### src/rtl/ro_freq_meter_pkg.sv
// Shared types and default parameters for the ring-oscillator frequency meter.
package ro_freq_meter_pkg;

    localparam int unsigned DEF_CNT_W       = 16;
    localparam int unsigned DEF_WIN_W       = 16;
    localparam int unsigned DEF_SYNC_STAGES = 2;
    localparam int unsigned SYNC_STAGES_MIN = 2;
    localparam int unsigned SYNC_STAGES_MAX = 3;

    typedef enum logic [1:0] {
        ST_IDLE   = 2'd0,
        ST_GATE   = 2'd1,
        ST_REPORT = 2'd2
    } state_e;

endpackage

### src/rtl/ro_freq_meter_if.sv
// Request/result bundle between a measurement requester (master) and the meter (slave).
interface ro_freq_meter_if #(
    parameter int unsigned CNT_W = ro_freq_meter_pkg::DEF_CNT_W,
    parameter int unsigned WIN_W = ro_freq_meter_pkg::DEF_WIN_W
);
    logic             start;
    logic [WIN_W-1:0] window_len;
    logic             busy;
    logic             done;
    logic [CNT_W-1:0] count;
    logic             overflow;

    modport master (
        output start, window_len,
        input  busy, done, count, overflow
    );

    modport slave (
        input  start, window_len,
        output busy, done, count, overflow
    );
endinterface

### src/rtl/ro_freq_meter_edge_sync.sv
// Synchronizes the asynchronous oscillator input and flags its rising edges.
module ro_edge_sync
    import ro_freq_meter_pkg::*;
#(
    parameter int unsigned SYNC_STAGES = DEF_SYNC_STAGES
) (
    input  logic clk,
    input  logic rst_n,
    input  logic osc_in,
    output logic edge_p
);

    if ((SYNC_STAGES < SYNC_STAGES_MIN) || (SYNC_STAGES > SYNC_STAGES_MAX)) begin : g_bad_stages
        $error("ro_edge_sync: SYNC_STAGES out of range");
    end

    logic [SYNC_STAGES-1:0] sync_q;
    logic                   hist_q;

    always_ff @(posedge clk) begin
        if (!rst_n) begin
            sync_q <= '0;
            hist_q <= 1'b0;
        end else begin
            sync_q <= {sync_q[SYNC_STAGES-2:0], osc_in};
            hist_q <= sync_q[SYNC_STAGES-1];
        end
    end

    assign edge_p = sync_q[SYNC_STAGES-1] & ~hist_q;

endmodule

### src/rtl/ro_freq_meter.sv
// Counts ring-oscillator rising edges over a programmable clk-cycle gate window.
// RO_FREQ_CONTINUOUS_EN: REPORT re-arms GATE with the last captured window length.
module ro_freq_meter
    import ro_freq_meter_pkg::*;
#(
    parameter int unsigned CNT_W       = DEF_CNT_W,
    parameter int unsigned WIN_W       = DEF_WIN_W,
    parameter int unsigned SYNC_STAGES = DEF_SYNC_STAGES
) (
    input  logic            clk,
    input  logic            rst_n,
    input  logic            osc_in,
    ro_freq_meter_if.slave  bus
);

    logic             edge_p;
    state_e           state_q, state_d;
    logic [WIN_W-1:0] win_cnt_q, win_cnt_d;
    logic [CNT_W-1:0] edge_cnt_q, edge_cnt_d;
    logic             ovf_q, ovf_d;
    logic [CNT_W-1:0] count_q, count_d;
    logic             overflow_q, overflow_d;
`ifdef RO_FREQ_CONTINUOUS_EN
    logic [WIN_W-1:0] win_len_q, win_len_d;
`endif

    ro_edge_sync #(
        .SYNC_STAGES(SYNC_STAGES)
    ) u_edge_sync (
        .clk    (clk),
        .rst_n  (rst_n),
        .osc_in (osc_in),
        .edge_p (edge_p)
    );

    always_ff @(posedge clk) begin
        if (!rst_n) begin
            state_q    <= ST_IDLE;
            win_cnt_q  <= '0;
            edge_cnt_q <= '0;
            ovf_q      <= 1'b0;
            count_q    <= '0;
            overflow_q <= 1'b0;
`ifdef RO_FREQ_CONTINUOUS_EN
            win_len_q  <= '0;
`endif
        end else begin
            state_q    <= state_d;
            win_cnt_q  <= win_cnt_d;
            edge_cnt_q <= edge_cnt_d;
            ovf_q      <= ovf_d;
            count_q    <= count_d;
            overflow_q <= overflow_d;
`ifdef RO_FREQ_CONTINUOUS_EN
            win_len_q  <= win_len_d;
`endif
        end
    end

    always_comb begin
        state_d    = state_q;
        win_cnt_d  = win_cnt_q;
        edge_cnt_d = edge_cnt_q;
        ovf_d      = ovf_q;
        count_d    = count_q;
        overflow_d = overflow_q;
`ifdef RO_FREQ_CONTINUOUS_EN
        win_len_d  = win_len_q;
`endif
        unique case (state_q)
            ST_IDLE: begin
                if (bus.start) begin
                    win_cnt_d  = bus.window_len;
                    edge_cnt_d = '0;
                    ovf_d      = 1'b0;
`ifdef RO_FREQ_CONTINUOUS_EN
                    win_len_d  = bus.window_len;
`endif
                    if (bus.window_len == '0) begin
                        state_d    = ST_REPORT;
                        count_d    = '0;
                        overflow_d = 1'b0;
                    end else begin
                        state_d = ST_GATE;
                    end
                end
            end
            ST_GATE: begin
                if (edge_p) begin
                    if (edge_cnt_q == '1) begin
                        ovf_d = 1'b1;
                    end else begin
                        edge_cnt_d = edge_cnt_q + CNT_W'(1);
                    end
                end
                win_cnt_d = win_cnt_q - WIN_W'(1);
                // Results take the final cycle's edge into account.
                if (win_cnt_q == WIN_W'(1)) begin
                    state_d    = ST_REPORT;
                    count_d    = edge_cnt_d;
                    overflow_d = ovf_d;
                end
            end
            ST_REPORT: begin
`ifdef RO_FREQ_CONTINUOUS_EN
                win_cnt_d  = win_len_q;
                edge_cnt_d = '0;
                ovf_d      = 1'b0;
                state_d    = (win_len_q == '0) ? ST_REPORT : ST_GATE;
`else
                state_d    = ST_IDLE;
`endif
            end
            default: state_d = ST_IDLE;
        endcase
    end

    assign bus.busy     = (state_q != ST_IDLE);
    assign bus.done     = (state_q == ST_REPORT);
    assign bus.count    = count_q;
    assign bus.overflow = overflow_q;

endmodule

### src/flat_wrapper.sv
// flat-port wrapper written by rule: the top's interface ports become plain ports
module ro_freq_meter_flat import ro_freq_meter_pkg::*;
#(
    parameter int unsigned CNT_W       = DEF_CNT_W,
    parameter int unsigned WIN_W       = DEF_WIN_W,
    parameter int unsigned SYNC_STAGES = DEF_SYNC_STAGES
)
  (clk, rst_n, osc_in, bus_start, bus_window_len, bus_busy, bus_done, bus_count, bus_overflow);
  ro_freq_meter_if #(.CNT_W(CNT_W), .WIN_W(WIN_W)) bus_i ();
  input  logic clk;
  input  logic rst_n;
  input  logic osc_in;
  input wire logic [$bits(bus_i.start)-1:0] bus_start;
  input wire logic [$bits(bus_i.window_len)-1:0] bus_window_len;
  output wire logic [$bits(bus_i.busy)-1:0] bus_busy;
  output wire logic [$bits(bus_i.done)-1:0] bus_done;
  output wire logic [$bits(bus_i.count)-1:0] bus_count;
  output wire logic [$bits(bus_i.overflow)-1:0] bus_overflow;
  assign bus_i.start = bus_start;
  assign bus_i.window_len = bus_window_len;
  assign bus_busy = bus_i.busy;
  assign bus_done = bus_i.done;
  assign bus_count = bus_i.count;
  assign bus_overflow = bus_i.overflow;
  ro_freq_meter #(.CNT_W(CNT_W), .WIN_W(WIN_W), .SYNC_STAGES(SYNC_STAGES)) u_core (.clk(clk), .rst_n(rst_n), .osc_in(osc_in), .bus(bus_i));
endmodule
### config.mk
export PLATFORM = sky130hd
export DESIGN_NAME = ro_freq_meter_flat
export DESIGN_NICKNAME = d
export VERILOG_FILES = /design/src/rtl/ro_freq_meter_pkg.sv /design/src/rtl/ro_freq_meter_if.sv /design/src/rtl/ro_freq_meter_edge_sync.sv /design/src/rtl/ro_freq_meter.sv /design/src/flat_wrapper.sv
export SDC_FILE = /design/constraint.sdc
export NUM_CORES = 1
export LEC_CHECK = 0
export CELL_PAD_IN_SITES_DETAIL_PLACEMENT = 0
export CELL_PAD_IN_SITES_GLOBAL_PLACEMENT = 1
export CORE_MARGIN = 10
export CORE_UTILIZATION = 25
export CTS_CLUSTER_SIZE = 16
export DETAILED_ROUTE_END_ITERATION = 10
export MAX_ROUTING_LAYER = met4
export PLACE_DENSITY = 0.56
export SKIP_LAST_GASP = 1
export SLEW_MARGIN = 20
export SYNTH_ARGS = -nofsm -noshare
export SYNTH_HDL_FRONTEND = slang
export SYNTH_HIERARCHICAL = 1
export SYNTH_SLANG_ARGS = --single-unit
### constraint.sdc
create_clock -name clk -period 2 [get_ports clk]
set_clock_uncertainty 0.05 [all_clocks]
set_input_delay 0.3 -clock clk [delete_from_list [all_inputs] [get_ports clk]]
set_output_delay 0.3 -clock clk [all_outputs]
set_load 0.02 [all_outputs]
# Yosys cells after proc, flatten, opt, wreduce, memory -nomap -nowiden
# Cells that the tools add are included.
[totals] ff_bits=55 output_inout_bits=19 elab_cells=48 input_bits=20
[op_classes] add_sub_neg=2 n_eq_ne=7 bitwise=2 n_mux=22 n_reduce_logical=7
[ops] cell="16-bit two-way mux" count=7
[ops] cell="16-bit one-hot mux with 2 select lines" count=3
[ops] cell="16-bit by 1-bit adder with 16-bit output, second input constant" count=1
[ops] cell="16-bit by 1-bit == test with 1-bit output, second input constant" count=1
[ops] cell="16-bit == test, second input constant" count=1
[ops] cell="16-bit logical NOT" count=1
[ops] cell="16-bit by 1-bit subtractor with 16-bit output, second input constant" count=1
[ops] cell="1-bit two-way mux" count=6
[ops] cell="2-bit two-way mux" count=3
[ops] cell="2-bit by 1-bit != test with 1-bit output, second input constant" count=2
[ops] cell="1-bit one-hot mux with 2 select lines" count=2
[ops] cell="2-bit one-hot mux with 2 select lines" count=1
[ops] cell="2-bit AND reduction" count=2
[ops] cell="4-bit AND reduction" count=1
[ops] cell="2-bit nonzero test" count=2
[ops] cell="2-bit by 1-bit == test with 1-bit output, second input constant" count=1
[ops] cell="2-bit == test, second input constant" count=1
[ops] cell="2-bit logical NOT" count=1
[ops] cell="2-bit != test, second input constant" count=1
[ops] cell="1-bit bitwise AND" count=1
[ops] cell="1-bit NOT" count=1

# Logic depth before layout (Yosys ltp)
[logic_depth] word_depth=5 ltp_mapped=8 depth_no_buf=7

# Modules after synthesis
# The synthesis kept the hierarchy.
[modules_own_cells] mod="ro_freq_meter" area_each_um2=2871.5 seq_area_each_um2=1041.0 instances=1 cells_per_inst=343
[modules_own_cells] mod="ro_edge_sync" area_each_um2=92.6 seq_area_each_um2=60.1 instances=1 cells_per_inst=7

# Worst setup path after synthesis
# No wires, ideal clock.
[synth_path] path_kind="register -> register" start="register u_core.win_cnt_q[1]" end="register u_core.count_q[7], in the netlist u_core/bus.count[7]" synth_period_minus_slack_ns=1.929 t_arrival_ns=1.821 stages_incl_launch_ff=9 path_slack_ns=0.071 path_buffers=1 setup_time_ns=0.058 required_ns=1.892 cell_sequence="dfxtp_1 -> inv_1 -> ha_1 -> or3b_4 -> nand4b_4 -> or4_4 -> buf_6 -> nor3_2 -> a21o_1"
[synth_via] elab_chain_cells=3
[synth_rtl] item="start: declaration" line="ro_freq_meter.sv:18" rtl="logic [WIN_W-1:0] win_cnt_q, win_cnt_d;"
[synth_rtl] item="start signal: assignment" line="ro_freq_meter.sv:49" rtl="win_cnt_q <= win_cnt_d;"
[synth_rtl] item="16-bit by 1-bit == test with 1-bit output" line="ro_freq_meter.sv:98" rtl="if (win_cnt_q == WIN_W'(1)) begin"
[synth_rtl] item="2-bit by 1-bit != test with 1-bit output (no source line)"
[synth_rtl] item="4-bit AND reduction (no source line)"
[synth_rtl] item="end signal: assignment" line="ro_freq_meter.sv:52" rtl="count_q <= count_d;"
[synth_rtl] item="end: declaration" line="ro_freq_meter.sv:21" rtl="logic [CNT_W-1:0] count_q, count_d;"
# Every way passes these cells.
# A chain may end at the register's enable or synchronous reset.

# Final worst setup path
[layout_path] start="register u_core.win_cnt_q[1]" end="register u_core.count_q[0], in the netlist u_core/bus.count[0]"
# The elaborated chain is that of the path after synthesis.

==> metrics.md <==
| Metric | Value |
|---|---|
| Status | `complete, but fails checks` |
| Failing checks | `negative setup slack` |
| Placer's final routability congestion estimate | `0.795` |
| Maximum fanout along the worst path | `6` |
| DIE AREA | `between 0.015 and 0.02 mm2` |
| Wire length of the first global-routing pass | `between 15 and 20 mm` |
| EDFF count, synth | `0` |
| Maximum VDD drop | `0.000336 V` |
| Register area share after synthesis | `37.1%` |
| Prevailing post-synth register cell | `sky130_fd_sc_hd__dfxtp_1` |
| Ordered list of cells on the worst path | `inv_2 > ha_4 > or3b_4 > nand4b_4 > or4_4 > buf_6 > o2bb2ai_2` |
| Type of destination of the critical path | `register` |
| Main combinational cell family by area after synthesis | `simple AND/OR/NAND/NOR gates` |
| Switch Pwr | `715 uW` |
| Cell with the largest stage delay on the worst path | `sky130_fd_sc_hd__or4_4` |
| Compound-Gate Fraction of Synth Area | `~25%` |
| DRC violation total after the first TritonRoute iteration | `215` |
| Setup crit start kind | `register` |
| Relative contribution of combinational cells to total power | `18.3%` |
| Filler-free cell count of the finished design | `590` |
| Placement Setup Slack | `-363 ps` |
| Post-DR vias/cell | `5.13` |
| Post-synthesis async set-or-reset flop share | `0%` |
| Worst path bufs/invs | `2` |
| Min-delay worst type | `reg2reg` |
| Hold violation count in the final report | `0` |
| Detailed Routing Iterations Pass 1 | `4` |
| Data required time of the worst path | `roughly 2200 ps` |
| Number of antenna violations at the first check in global routing | `0` |
| Cell type with the largest total area after synthesis | `sky130_fd_sc_hd__dfxtp_1` |
| Largest net degree at the start of global routing | `29` |
| Via count of the first global-routing pass | `3,057` |
| CTS clk-pin slew, worst paths | `70 ps` |
| Fraction of final layout cells with drive strength greater than 1 | `a little over a quarter` |
| TritonCTS clock tree | `done` |
| Static Leakage | `roughly 0.0017 uW` |
| Ratio of final minimum period to clock period | `102%` |
| Power density normalized to cell area | `627 mW/mm2` |
| DRT antenna net count | `0` |
| Max-capacitance violation count | `0` |
| Fraction of the mapped netlist area in simple logic gates | `29.3%` |
| Sequential Power Share | `43.3%` |
| Net count after synthesis | `373` |
| Clock buffer count from CTS | `5` |
| Switching share of power | `approximately a quarter` |
| Placement-stage cell area | `roughly 0.004 mm2` |
| WL per Instance | `17.0 um` |
| Final critical path time including I/O delays and setup | `2040 ps` |
| Class of the most critical setup path | `reg2reg` |
| Clk_lat worst skew | `290 ps` |
| Worst Slack Setup Final | `-44.3 ps` |
| Number of buffers inserted by port buffering | `38` |
| Global route total overflow | `0` |
| Startpoint of the worst-slack reg-to-reg timing path | `u_core/win_cnt_q[1]` |
| Number of top-level pins | `39` |
| Top cell types by occurrence after synthesis | `55 x sky130_fd_sc_hd__dfxtp_1, 35 x sky130_fd_sc_hd__a21oi_1, 30 x sky130_fd_sc_hd__nor2_1, 28 x sky130_fd_sc_hd__nand2_1` |
| XOR/XNOR Fraction of Synth Area | `2.07%` |
| Antenna diodes | `0` |
| Detailed-route via count | `3,026` |
| Multiplexer share of the synthesized area | `1.01%` |
| H-tree lvl count | `2` |
| Longest individual stage delay on the worst path | `550 ps` |
| Top achievable clock speed | `0.489 GHz` |
| Unrepaired setup endpoints after global routing | `true` |
| Pins over their slew limit | `0` |
| Measured slew at the worst slew-check pin | `approximately 440 ps` |
| Biggest area contributors in the synthesized netlist | `sky130_fd_sc_hd__dfxtp_1 37%, sky130_fd_sc_hd__a21oi_1 5.9%, sky130_fd_sc_hd__o2bb2ai_1 4.1%, sky130_fd_sc_hd__nor2_1 3.8%, sky130_fd_sc_hd__nand2_1 3.5%` |
| Number of nets at the end of the flow | `469` |
| Initial cell density of the core | `25.7%` |
| Core area | `0.0115 mm2` |
| Vertical die dimension | `about 130 um` |
| DIE WIDTH | `129 um` |
| Library cells used by synthesis | `65` |
| Relative max-transition margin | `70.7%` |
| Setup violation total in the final timing report | `5` |
| Final instance area | `0.00431 mm2` |
| Yosys top cell area share | `37.1%` |
| Residual DRC count | `0` |
| Wirelength, routed | `10.0 mm` |
| Startpoint of the tightest hold check path | `u_core/u_edge_sync/sync_q[0]` |
| Relative area change from synthesis to final layout | `45.5%` |
| Source of the critical timing path | `u_core/win_cnt_q[1]` |
| Synth Area in Adders | `under 10%` |
| Total global routing track utilization | `12.4%` |
| Top Family by Delay on Critical Path | `simple AND/OR/NAND/NOR gates` |
| CTS root buffer | `sky130_fd_sc_hd__clkbuf_16` |
| Internal | `1990 uW` |
| Total number of placement rows | `39` |
| Number of cells after detailed placement | `576` |
| Gate count of the mapped netlist | `350` |
| Arrival time of the worst setup path | `2220 ps` |
| Part of the total power dissipated in the clock network | `38.5%` |
| Number of buffers inserted by hold repair at cts | `0` |
| Post-detail-place hpwl | `7.10 mm` |
| Post-synthesis sequential element count | `55` |
| CTS Sinks | `55` |
| Cell Area, Synth | `0.00296 mm2` |
| Mean area per synthesized cell | `8.47 um2` |
| Count leader, synth | `sky130_fd_sc_hd__dfxtp_1` |
| Warnings, synthesis | `6` |
| Worst-case clock buffer depth | `2` |
## cell type report
| cell class | count | area [um2] |
|---|---|---|
| multi-input cells | 267 | 1860 |
| inverters | 7 | 26.3 |
| fillers | 1207 | 7200 |
| clock inverters | 2 | 35.0 |
| clock buffers | 6 | 139 |
| well taps | 143 | 179 |
| flip-flops and latches | 55 | 1100 |
| repair buffers | 110 | 975 |
## worst reg2reg max path, cell delays in order, from the launching register on
cell                        delay [ps]
sky130_fd_sc_hd__dfxtp_2           320
sky130_fd_sc_hd__inv_2              70
sky130_fd_sc_hd__ha_4              110
sky130_fd_sc_hd__or3b_4            380
sky130_fd_sc_hd__nand4b_4          220
sky130_fd_sc_hd__or4_4             550
sky130_fd_sc_hd__buf_6             170
sky130_fd_sc_hd__o2bb2ai_2         120
## sequential cells by signal, indices dropped and copies added, names as in the netlist
signal / cells
u_core/ovf_q: 1
u_core/edge_cnt_q: 16
u_core/win_cnt_q: 16
u_core/u_edge_sync/hist_q: 1
u_core/bus.overflow: 1
u_core/u_edge_sync/sync_q: 2
u_core/state_q: 2
u_core/bus.count: 16
## what timing repair did
action / CTS / global route
resized for setup: 12 / 18
setup endpoints to repair: 13 / 20
buffers inserted: 1 / 5
pin swaps: 0 / 6
## per-layer routing
layer	up-vias	GRT usage, %	wire length [um]
met5	-	-	0
met4	0	3.08	99
met3	7	1.36	197
met2	40	19.4	4660
met1	1462	16.6	5090
li1	1517	-	-
## layout by cell type, fill, tap and decap left out, types with 4 or more instances in the layout
master                            netlist  final
sky130_fd_sc_hd__and2_1                 7      7
sky130_fd_sc_hd__o211ai_1               5      5
sky130_fd_sc_hd__a31oi_1                7      7
sky130_fd_sc_hd__nor4_1                11     10
sky130_fd_sc_hd__nor3_1                12     12
sky130_fd_sc_hd__nand3_1                9      7
sky130_fd_sc_hd__buf_4                  0     66
sky130_fd_sc_hd__xnor2_1                5      5
sky130_fd_sc_hd__a21oi_1               35     35
sky130_fd_sc_hd__nand4_1                8      8
sky130_fd_sc_hd__nand2b_1               5      5
sky130_fd_sc_hd__nor2_1                30     29
sky130_fd_sc_hd__dfxtp_1               55     53
sky130_fd_sc_hd__inv_1                  7      6
sky130_fd_sc_hd__o2bb2ai_1             14      5
sky130_fd_sc_hd__nor3_4                 2      4
sky130_fd_sc_hd__o2bb2ai_2              0      9
sky130_fd_sc_hd__o21ai_0               12     11
sky130_fd_sc_hd__clkdlybuf4s50_1        0     36
sky130_fd_sc_hd__clkbuf_16              0      5
sky130_fd_sc_hd__nand2_1               28     28
## through the flow
| step | hold slack, ps | setup TNS (ps) | power [uW] | utilization (%) |
|---|---|---|---|---|
| after floorplan | 356 | 0 | 1420 | - |
| after global placement | 378 | -7010 | 1660 | 34.2 |
| after detailed placement | 371 | -4410 | 1660 | 34.3 |
| after CTS | 394 | -111 | 2710 | 36.2 |
| after global routing | 413 | -622 | 2820 | 37.5 |
| final | 386 | -172 | 2700 | 37.5 |
## worst paths after layout
path,end,slack (ps),cells after the start
setup reg to reg,u_core/bus.count[0],-40,7
hold reg to reg,u_core/u_edge_sync/sync_q[1],390,1
setup / recovery,u_core/bus.count[0],-40,7
hold / removal,u_core/u_edge_sync/sync_q[1],390,1
## cells by family after synthesis
family                   after synthesis
AO/OA/AOI/OAI                        110
AND/OR/NAND/NOR                      144
multiplexers                           3
XOR/XNOR                               7
buffers and inverters                 28
adder cells (fa/ha/maj)                3
flip-flops                            55
## power by group through the flow
stage          clock network [uW]  logic (uW)  registers, uW
2_1_floorplan                   0         233           1190
3_3_place_gp                    0         468           1190
3_5_place_dp                    0         469           1190
4_1_cts                      1070         477           1170
5_1_grt                      1110         538           1170
6_report                     1040         494           1170
Power figures use the tool's default switching activity.
